`src/rtl/if_fetch_unit_pkg.sv`:
```
// Shared definitions for the instruction fetch stage.
//   - bus widths and default reset/bubble words
//   - IF/ID payload struct and the IF/ID register control opcode
//   - word-alignment helper for redirect targets
package if_fetch_unit_pkg;

  localparam int          INST_ADDR_W   = 32;
  localparam int          INST_W        = 32;
  localparam logic [31:0] ZERO_WORD     = 32'h0000_0000;
  localparam logic [31:0] DEF_RESET_PC  = 32'h0000_0000;
  localparam logic [31:0] DEF_NOP_INST  = 32'h0000_0013;  // addi x0,x0,0

  typedef struct packed {
    logic [INST_ADDR_W-1:0] pc;
    logic [INST_W-1:0]      inst;
    logic                   valid;
  } if_id_t;

  typedef enum logic [1:0] {
    IFID_HOLD  = 2'd0,
    IFID_LOAD  = 2'd1,
    IFID_FLUSH = 2'd2
  } ifid_op_e;

  // Clear the byte offset so a redirect always lands on a word boundary.
  function automatic logic [INST_ADDR_W-1:0] align_word(input logic [INST_ADDR_W-1:0] a);
    return {a[INST_ADDR_W-1:2], 2'b00};
  endfunction

endpackage

```
`src/rtl/if_id_reg.sv`:
```
// IF/ID pipeline register with load / hold / flush control.
//   clk, rst  : clock, synchronous active-high reset
//   op_i      : IFID_LOAD captures load_i, IFID_HOLD keeps state,
//               IFID_FLUSH inserts a bubble
//   load_i    : fetched {pc, inst, valid}
//   q_o       : registered payload presented to decode
module if_id_reg
  import if_fetch_unit_pkg::*;
#(
  parameter logic [31:0] NOP_INST = DEF_NOP_INST
) (
  input  logic     clk,
  input  logic     rst,
  input  ifid_op_e op_i,
  input  if_id_t   load_i,
  output if_id_t   q_o
);

  if_id_t bubble;
  if_id_t ifid_d, ifid_q;

  assign bubble = '{pc: ZERO_WORD, inst: NOP_INST, valid: 1'b0};

  always_comb begin
    ifid_d = ifid_q;
    unique case (op_i)
      IFID_LOAD:  ifid_d = load_i;
      IFID_FLUSH: ifid_d = bubble;
      default:    ifid_d = ifid_q;
    endcase
  end

  always_ff @(posedge clk) begin
    if (rst) ifid_q <= bubble;
    else     ifid_q <= ifid_d;
  end

  assign q_o = ifid_q;

endmodule

```
`src/rtl/if_fetch_unit.sv`:
```
// Instruction fetch stage: owns the PC and ROM chip-enable, registers the
// returned word into IF/ID and counts instructions delivered to decode.
//   clk, rst         : clock, synchronous active-high reset
//   stall_i          : hold PC and IF/ID
//   branch_flag_i    : redirect to branch_target_i (word-aligned), squash IF/ID
//   branch_target_i  : redirect address
//   rom_ce_o         : ROM chip-enable
//   rom_addr_o       : ROM byte address (current PC)
//   rom_inst_i       : combinational ROM read data for rom_addr_o
//   id_pc_o/id_inst_o/id_valid_o : IF/ID contents
//   fetch_cnt_o      : count of valid instructions delivered to decode
module if_fetch_unit
  import if_fetch_unit_pkg::*;
#(
  parameter logic [31:0] RESET_PC = DEF_RESET_PC,
  parameter logic [31:0] NOP_INST = DEF_NOP_INST
) (
  input  logic        clk,
  input  logic        rst,
  input  logic        stall_i,
  input  logic        branch_flag_i,
  input  logic [31:0] branch_target_i,
  output logic        rom_ce_o,
  output logic [31:0] rom_addr_o,
  input  logic [31:0] rom_inst_i,
  output logic [31:0] id_pc_o,
  output logic [31:0] id_inst_o,
  output logic        id_valid_o,
  output logic [31:0] fetch_cnt_o
);

  logic        ce_d, ce_q;
  logic [31:0] pc_d, pc_q;
  logic [31:0] fetch_cnt_d, fetch_cnt_q;
  ifid_op_e    ifid_op;
  if_id_t      ifid_load, ifid_out;

  // Priority: chip disabled > redirect > stall > advance.
  // A redirect overrides a stall so the wrong-path word is always squashed.
  always_comb begin
    ce_d        = 1'b1;  // any edge out of reset enables the ROM
    pc_d        = pc_q;
    fetch_cnt_d = fetch_cnt_q;
    ifid_op     = IFID_HOLD;
    if (!ce_q) begin
      // ROM output is zero while disabled; decode sees a bubble, not 0x0.
      ifid_op = IFID_FLUSH;
    end else if (branch_flag_i) begin
      pc_d    = align_word(branch_target_i);
      ifid_op = IFID_FLUSH;
    end else if (!stall_i) begin
      pc_d        = pc_q + 32'd4;
      fetch_cnt_d = fetch_cnt_q + 32'd1;
      ifid_op     = IFID_LOAD;
    end
  end

  always_ff @(posedge clk) begin
    if (rst) begin
      ce_q        <= 1'b0;
      pc_q        <= RESET_PC;
      fetch_cnt_q <= ZERO_WORD;
    end else begin
      ce_q        <= ce_d;
      pc_q        <= pc_d;
      fetch_cnt_q <= fetch_cnt_d;
    end
  end

  assign ifid_load = '{pc: pc_q, inst: rom_inst_i, valid: 1'b1};

  if_id_reg #(.NOP_INST(NOP_INST)) u_if_id (
    .clk    (clk),
    .rst    (rst),
    .op_i   (ifid_op),
    .load_i (ifid_load),
    .q_o    (ifid_out)
  );

  assign rom_ce_o    = ce_q;
  assign rom_addr_o  = pc_q;
  assign id_pc_o     = ifid_out.pc;
  assign id_inst_o   = ifid_out.inst;
  assign id_valid_o  = ifid_out.valid;
  assign fetch_cnt_o = fetch_cnt_q;

endmodule
```
`config.mk`:
```
export PLATFORM = sky130hd
export DESIGN_NAME = if_fetch_unit
export DESIGN_NICKNAME = d
export VERILOG_FILES = /design/src/rtl/if_fetch_unit_pkg.sv /design/src/rtl/if_id_reg.sv /design/src/rtl/if_fetch_unit.sv
export SDC_FILE = /design/constraint.sdc
export NUM_CORES = 1
export LEC_CHECK = 0
export CORE_ASPECT_RATIO = 1.2
export CORE_UTILIZATION = 42
export DETAILED_ROUTE_END_ITERATION = 8
export PLACE_DENSITY = 0.78
export SETUP_SLACK_MARGIN = 0.2
export SLEW_MARGIN = 0
export SYNTH_ARGS = -nofsm -noshare
export SYNTH_HDL_FRONTEND = slang
export SYNTH_SLANG_ARGS = --single-unit
```
`constraint.sdc`:
```
create_clock -name clk -period 1.85 [get_ports clk]
set_clock_uncertainty 0.1 [all_clocks]
set_input_delay 0.37 -clock clk [delete_from_list [all_inputs] [get_ports clk]]
set_output_delay 0.37 -clock clk [all_outputs]
set_load 0.02 [all_outputs]
```
==> key figures, run 1 <==
Detailed routing
  • Total number of vias: 6969
  • DRT antenna net count: 0
  • Detailed router's first-iteration violation count: 723
  • Routed length per placed instance: 19.03 microns
  • Post-route DRC violation count: 0
  • Total wire length: 22130 microns
  • Top layer used by detailed routing: met4
  • Initial DRT Pass Iterations: 5
  • Total met3 wirelength after detailed routing: 1988 microns
  • Wl on met1: 8615 microns
  • Via-to-Cell Ratio: 5.992
  • Total met2 wirelength after detailed routing: 10840 microns

Clocking
  • # H-tree levels: 4
  • Number of buffers inserted during clock tree synthesis: 17
  • Clk Latency, worst-skew pair: 430 ps
  • Number of clock sinks: 127
  • Hold bufs inserted after CTS: 0
  • Clock tree from TritonCTS: built
  • Clk buf depth: 2
  • Clock root cell: clkbuf_16
  • Post-CTS clock slew at the launch and capture registers of the worst setup and hold paths: 60 ps

Worst setup path
  • Crit path DAT: 2030 ps
  • Critical path start-end classification: reg2reg
  • Crit start category: register
  • Worst Path Required: 2080 ps
  • Type of destination of the critical path: register
  • Largest fanout on the critical path: 4

Logic synthesis
  • Number of warnings issued by yosys: 0
  • Netlist Area Pre-Place: 5911 sq um
  • Primary FF master, synth: dfxtp_1
  • Number of enable-type register cells in the synthesized netlist: 0
  • Proportion of synthesized chip area in sequential cells: 43.01%
  • Post-synth ARST share: 0%
  • Post-Synthesis Cells: 699
  • Mapped Avg Cell Area: 8.456 sq um
  • Distinct cell type count after synthesis: 62
  • Seq cells post-synth: 127

Floorplan
  • I/O pin count: 198
  • Overall die area: 14550 sq um
  • Effective utilization at floorplan: 42.95%
  • Placeable core area: 13760 sq um
  • Die H: 132.0 microns
  • Overall die width: 110.3 microns
  • Std-Cell Rows: 47

Cells and area
  • Design Area, Final: 9828 sq um
  • Core occupancy in the finished layout: 71.42%
  • Number of diodes: 0
  • Area growth from synthesis to final layout: 66.28%
  • Fraction of layout cells with a size suffix above 1: 33.47%
  • NumNets Final: 1049
  • Number of filler cells placed in the layout: 1038
  • Final cell count without fillers: 1163

Global routing
  • Remaining global-route overflow: 0
  • Pin count of the biggest net entering global routing: 63
  • Wire length of the first global-routing pass: 32930 microns
  • Via count of the first global-routing pass: 6543
  • Antenna violations before repair: 0
  • GRT Total Usage: 28.83%

Placement
  • Post-placement cell area: 8549 sq um
  • Worst slack, placed: -503.1 ps
  • HPWL after DPL: 13550 microns
  • # port buffers: 193
  • Placed Cells incl. Taps: 1074
  • Final weighted congestion of routability-driven global placement: 0.9084

STA
  • Final setup violation count: 0
  • Post-layout minimum cycle time: 1802 ps
  • Max-slew violation count: 0
  • Setup slack of the critical path after layout: 48.31 ps
  • Max frequency: 555.0 MHz
  • Final worst path period share: 97.39%
  • Sum of negative setup slack: 0 ps
  • Slew at the pin closest to its max-slew limit: 663.8 ps
  • RSZ-0062 raised after global routing: yes
  • Max transition margin: 55.75%
  • Number of endpoints with negative hold slack in the final report: 0

Run
  • Max-cap violation count: 0

Outcome
  • Run status: complete, no violations

Power
  • VDD IR-drop max: 0.0005946 V
  • Pwr per Cell Area: 733.7 nW/um^2
  • Leak Pwr: 4.097 nW

Min path
  • Type of the tightest min-delay check: in2reg
[flip-flops by register name, indices dropped and copies added (netlist names)]
signal       count
u_if_id.q_o     64
fetch_cnt_o     32
rom_addr_o      30
rom_ce_o         1
[cell usage after synthesis (all sizes together), types with 4 or more instances]
| master | n | area, sq um |
|---|---|---|
| or3 | 10 | 62.56 |
| o31ai | 20 | 150.1 |
| xnor2 | 5 | 43.79 |
| a32o | 4 | 40.04 |
| xor2 | 5 | 43.79 |
| nand3 | 27 | 135.1 |
| and3 | 12 | 75.07 |
| or4 | 22 | 165.2 |
| buf | 23 | 130.1 |
| and2 | 8 | 50.05 |
| a31oi | 9 | 56.30 |
| a22oi | 63 | 473.0 |
| a21oi | 42 | 210.2 |
| nor2 | 87 | 326.6 |
| nand2 | 42 | 157.7 |
| nor3 | 7 | 35.03 |
| inv | 10 | 37.53 |
| dfxtp | 127 | 2542 |
| nand4 | 28 | 211.5 |
| nor4 | 7 | 43.79 |
| o21ai | 24 | 120.1 |
| clkbuf | 44 | 167.7 |
| o211ai | 5 | 37.54 |
| mux2i | 6 | 60.06 |
| and4 | 13 | 116.4 |
[layer usage]
layer	vias up	GRT usage, %
li1	3186	-
met1	3342	34.46
met2	382	46.58
met3	59	8.749
met4	0	13.52
met5	-	0
[layout by cell type, fill, tap and decap left out, types with 21 or more instances in the layout]
cell | Yosys | routed
nand3_1 | 27 | 24
clkbuf_16 | 0 | 23
a22oi_1 | 63 | 52
nor2_1 | 87 | 87
buf_4 | 3 | 103
dfxtp_4 | 0 | 27
clkdlybuf4s50_1 | 0 | 62
dfxtp_2 | 0 | 24
dlygate4sd2_1 | 0 | 72
o21ai_0 | 24 | 21
a21oi_1 | 42 | 35
nand2_1 | 42 | 39
dfxtp_1 | 127 | 76
nand4_1 | 25 | 25
[worst max-delay path: stages, from the launching register on]
cell      delay [ps]
dfxtp_4          370
or3b_4           400
or3_1            300
or4_1            410
o211ai_1         130
[kinds of logic after synthesis]
kind of cell / Yosys count / synth area share, %
other: 1 / 0.06344
flip-flops: 127 / 43.01
adder cells (fa/ha/maj): 2 / 0.4233
AO/OA/AOI/OAI: 195 / 22.44
XOR/XNOR: 10 / 1.482
AND/OR/NAND/NOR: 277 / 25.25
buffers and inverters: 78 / 5.736
multiplexers: 9 / 1.588
[layout make-up]
| class | count | area (sq um) | area share, % |
|---|---|---|---|
| Clock buffer | 20 | 489.2 | 4.978 |
| Clock inverter | 12 | 126.4 | 1.286 |
| Inverter | 11 | 41.29 | 0.4201 |
| Multi-Input combinational cell | 496 | 3332 | 33.90 |
| Sequential cell | 127 | 2674 | 27.21 |
| Tap cell | 171 | 214.0 | 2.177 |
| Timing Repair Buffer | 326 | 2952 | 30.03 |
[power by group]
| group | total (W) | switching (W) | leakage (nW) | internal, W |
|---|---|---|---|---|
| Sequential | 0.00285 | 0.0000762 | 1.06 | 0.00278 |
| Combinational | 0.000888 | 0.000451 | 2.74 | 0.000438 |
| Clock | 0.00347 | 0.00130 | 0.300 | 0.00218 |
| Total | 0.00721 | 0.00182 | 4.10 | 0.00539 |
[final timing paths]
path / from / to / slack (ps) / cells past startpoint
worst max-delay path: rom_ce_o / rom_addr_o[27] / 50 / 4
worst max register to register: rom_ce_o / rom_addr_o[27] / 50 / 4
worst min-delay path: rst / rom_addr_o[23] / 160 / 2
worst min register to register: u_if_id.q_o[0] / u_if_id.q_o[0] / 360 / 2
[repair_timing]
| action | 4_1_cts | 5_1_grt |
|---|---|---|
| gates cloned | 7 | 4 |
| pin swaps | 35 | 11 |
| gates resized for setup | 239 | 108 |
| endpoints found under the setup margin | 206 | 99 |
| buffers inserted | 30 | 16 |
[through the flow]
stage / power, W / hold slack [ps]
final: 0.007211 / 159.8
after CTS: 0.007159 / 129.0
after global placement: 0.003705 / 348.0
after global routing: 0.007427 / 143.3
after detailed placement: 0.003712 / 358.6
after floorplan: 0.003272 / 394.2
No activity file was read; power rests on OpenSTA's default activity.
==> run 2, diff against run 1 <==
--- a/config.mk
+++ b/config.mk
@@ -5,10 +5,12 @@
 export SDC_FILE = /design/constraint.sdc
 export NUM_CORES = 1
 export LEC_CHECK = 0
+export CELL_PAD_IN_SITES_DETAIL_PLACEMENT = 0
+export CELL_PAD_IN_SITES_GLOBAL_PLACEMENT = 1
 export CORE_ASPECT_RATIO = 1.2
-export CORE_UTILIZATION = 42
+export CORE_UTILIZATION = 30
 export DETAILED_ROUTE_END_ITERATION = 8
-export PLACE_DENSITY = 0.78
+export PLACE_DENSITY = 0.79
 export SETUP_SLACK_MARGIN = 0.2
 export SLEW_MARGIN = 0
 export SYNTH_ARGS = -nofsm -noshare
==> constraint.sdc (replaced) <==
create_clock -name clk -period 1.85 [get_ports clk]
set_clock_uncertainty 0.1 [all_clocks]
set_input_delay 0.37 -clock clk [delete_from_list [all_inputs] [get_ports clk]]
set_output_delay 0.37 -clock clk [all_outputs]
set_load 0.01 [all_outputs]
==> run 2 against run 1 <==
Effect of this change: sequential power hardly changed; power down 4.8%; critical path depth rose by 1; worst setup slack better by 22 ps; flip-flop and latch count stayed put; first-iteration DRC count is 49% lower; fmax rose by 1.2%; routed wire length decreased by 1.1%; clock power shrank 7.5%; core utilization decreased by 20 points; largest power group unchanged.
==> key figures, run 2 (synthesis results as in run 1) <==
Clocking
  • Clk buf depth: 2 (unchanged)
  • Number of buffers inserted during clock tree synthesis: 17 (unchanged)
  • Clock tree from TritonCTS: built (unchanged)
  • Clk Latency, worst-skew pair: 420 ps (was 430 ps)
  • Post-CTS clock slew at the launch and capture registers of the worst setup and hold paths: 60 ps (about the same)
  • Clock root cell: clkbuf_16 (unchanged)
  • Hold bufs inserted after CTS: 0 (unchanged)
  • Number of clock sinks: 127 (unchanged)
  • # H-tree levels: 4 (unchanged)

Power
  • Switching power of the nets: 0.001762 W (was 0.001822 W)
  • Sequential Power Share: 41.5% (was 39.5%)
  • P_int: 0.005101 W (was 0.005389 W)
  • Clock power frac: 46.8% (was 48.1%)
  • Proportion of power drawn by combinational gates: 11.7% (was 12.3%)
  • Switching share of power: 25.68% (was 25.27%)
  • Total Power: 0.006864 W (was 0.007211 W)
  • Leak Pwr: 4.126 nW (was 4.097 nW)
  • VDD IR-drop max: 0.0007000 V (was 0.0005946 V)
  • Pwr per Cell Area: 698.3 nW/um^2 (was 733.7 nW/um^2)

Cells and area
  • Fraction of layout cells with a size suffix above 1: 30.88% (was 33.47%)
  • NumNets Final: 1048 (was 1049)
  • Final cell count without fillers: 1247 (was 1163)
  • Most common cell after layout, fill and taps aside: buf_4 (unchanged)
  • Area growth from synthesis to final layout: 66.30% (was 66.28%)
  • Number of diodes: 0 (unchanged)
  • Flip-flop count of the largest register, all copies and words added: 64 (unchanged)
  • Commonest non-fill, non-tap cells in the layout: 108 x buf_4, 93 x dlygate4sd2_1, 87 x nor2_1 (was 103 x buf_4, 87 x nor2_1, 76 x dfxtp_1)

Detailed routing
  • Routed length per placed instance: 17.55 microns (was 19.03 microns)
  • Total wire length: 21890 microns (was 22130 microns)
  • Post-route DRC violation count: 0 (unchanged)
  • Total number of vias: 6643 (was 6969)
  • DRT antenna net count: 0 (unchanged)
  • Via-to-Cell Ratio: 5.327 (was 5.992)
  • Initial DRT Pass Iterations: 5 (unchanged)
  • Detailed router's first-iteration violation count: 370 (was 723)

STA
  • Minimum hold slack: 167.6 ps (was 159.8 ps)
  • Max-slew violation count: 0 (unchanged)
  • Final setup violation count: 0 (unchanged)
  • Number of endpoints with negative hold slack in the final report: 0 (unchanged)
  • Max frequency: 561.9 MHz (was 555.0 MHz)
  • Final worst path period share: 96.19% (was 97.39%)
  • Setup slack of the critical path after layout: 70.43 ps (was 48.31 ps)
  • RSZ-0062 raised after global routing: yes (unchanged)
  • Post-layout minimum cycle time: 1780 ps (was 1802 ps)
  • Sum of negative setup slack: 0 ps (unchanged)

Floorplan
  • Std-Cell Rows: 55 (was 47)
  • Die H: 155.8 microns (was 132.0 microns)
  • I/O pin count: 198 (unchanged)
  • Effective utilization at floorplan: 31.01% (was 42.95%)
  • Overall die width: 130.1 microns (was 110.3 microns)
  • Placeable core area: 19060 sq um (was 13760 sq um)
  • Overall die area: 20270 sq um (was 14550 sq um)

Outcome
  • Run status: complete, no violations (unchanged)

Run
  • Max-cap violation count: 0 (unchanged)

Worst setup path
  • Critical path start-end classification: reg2reg (unchanged)
  • Worst Path Required: 2030 ps (was 2080 ps)
  • Crit start category: register (unchanged)
  • Crit path DAT: 1960 ps (was 2030 ps)
  • Largest fanout on the critical path: 5 (was 4)
  • Type of destination of the critical path: register (unchanged)

Placement
  • # port buffers: 193 (unchanged)
  • Worst slack, placed: -477.0 ps (was -503.1 ps)
  • Final weighted congestion of routability-driven global placement: 0.8506 (was 0.9084)
  • HPWL after DPL: 14740 microns (was 13550 microns)
  • Placed Cells incl. Taps: 1183 (was 1074)

Global routing
  • GRT Total Usage: 21.72% (was 28.83%)
  • Wire length of the first global-routing pass: 34480 microns (was 32930 microns)
  • Remaining global-route overflow: 0 (unchanged)
  • Antenna violations before repair: 0 (unchanged)
  • Via count of the first global-routing pass: 6496 (was 6543)
  • Pin count of the biggest net entering global routing: 35 (was 63)

Min path
  • Type of the tightest min-delay check: in2reg (unchanged)
## run 2: cell count changes in the layout (fill, tap and decap cells not counted), sizes merged, moves of 2 or more
cell           delta
bufinv            -2
clkdlybuf4s15     -7
dlygate4sd2      +21
clkbuf            -5
clkinv            +3
buf               -9
## run 2: final timing paths
check / startpoint / cells after the start / slack (ps) / end
min reg2reg: u_if_id.q_o[0] / 2 / 360 / u_if_id.q_o[0]
max: rom_ce_o / 5 / 70 / rom_addr_o[21]
max reg2reg: rom_ce_o / 5 / 70 / rom_addr_o[21]
min: rst / 2 / 170 / rom_addr_o[24]
## run 2: power groups by stage
stage	sequential, W	clock, W	combinational [W]
floorplan	0.00294	0	0.000300
global route	0.00286	0.00344	0.000867
finish	0.00285	0.00321	0.000803
CTS	0.00285	0.00330	0.000780
global placement	0.00292	0	0.000799
detailed placement	0.00292	0	0.000799
## run 2: repair_timing
| item | CTS | global route |
|---|---|---|
| cloned | 5 | 1 |
| pin swaps | 29 | 26 |
| buffers inserted | 12 | 14 |
| setup endpoints to repair | 237 | 84 |
| gates resized for setup | 213 | 90 |
## run 2: per-layer routing
layer,wire length [microns],share of wire [%],up-vias,global-route usage (%)
met3,1604,7.3,29,6.653
met2,10810,49,222,36.07
met5,0,0,-,0
li1,-,-,3181,-
met4,389,1.8,0,7.420
met1,9088,42,3211,26.30
## run 2: final cells by class
type                    count  area (sq um)
clock buffers              21         491.7
fillers                  1824          9233
flip-flops and latches    127          2651
clock inverters            11         77.57
well taps                 256         320.3
multi-input cells         497          3334
inverters                  11         41.29
repair buffers            324          2913
## run 2: through the flow
step	utilization, %	instance area [sq um]
detailed placement	46.18	8803
CTS	50.16	9562
global placement	46.18	8803
floorplan	-	6051
finish	51.57	9829
global route	51.57	9829
## run 2: worst max-delay path, cell delays in order, from the launching register on
cell      delay (ps)
dfxtp_4          380
or3b_4           420
buf_4            160
buf_4            130
o41ai_2          390
a211oi_2          80
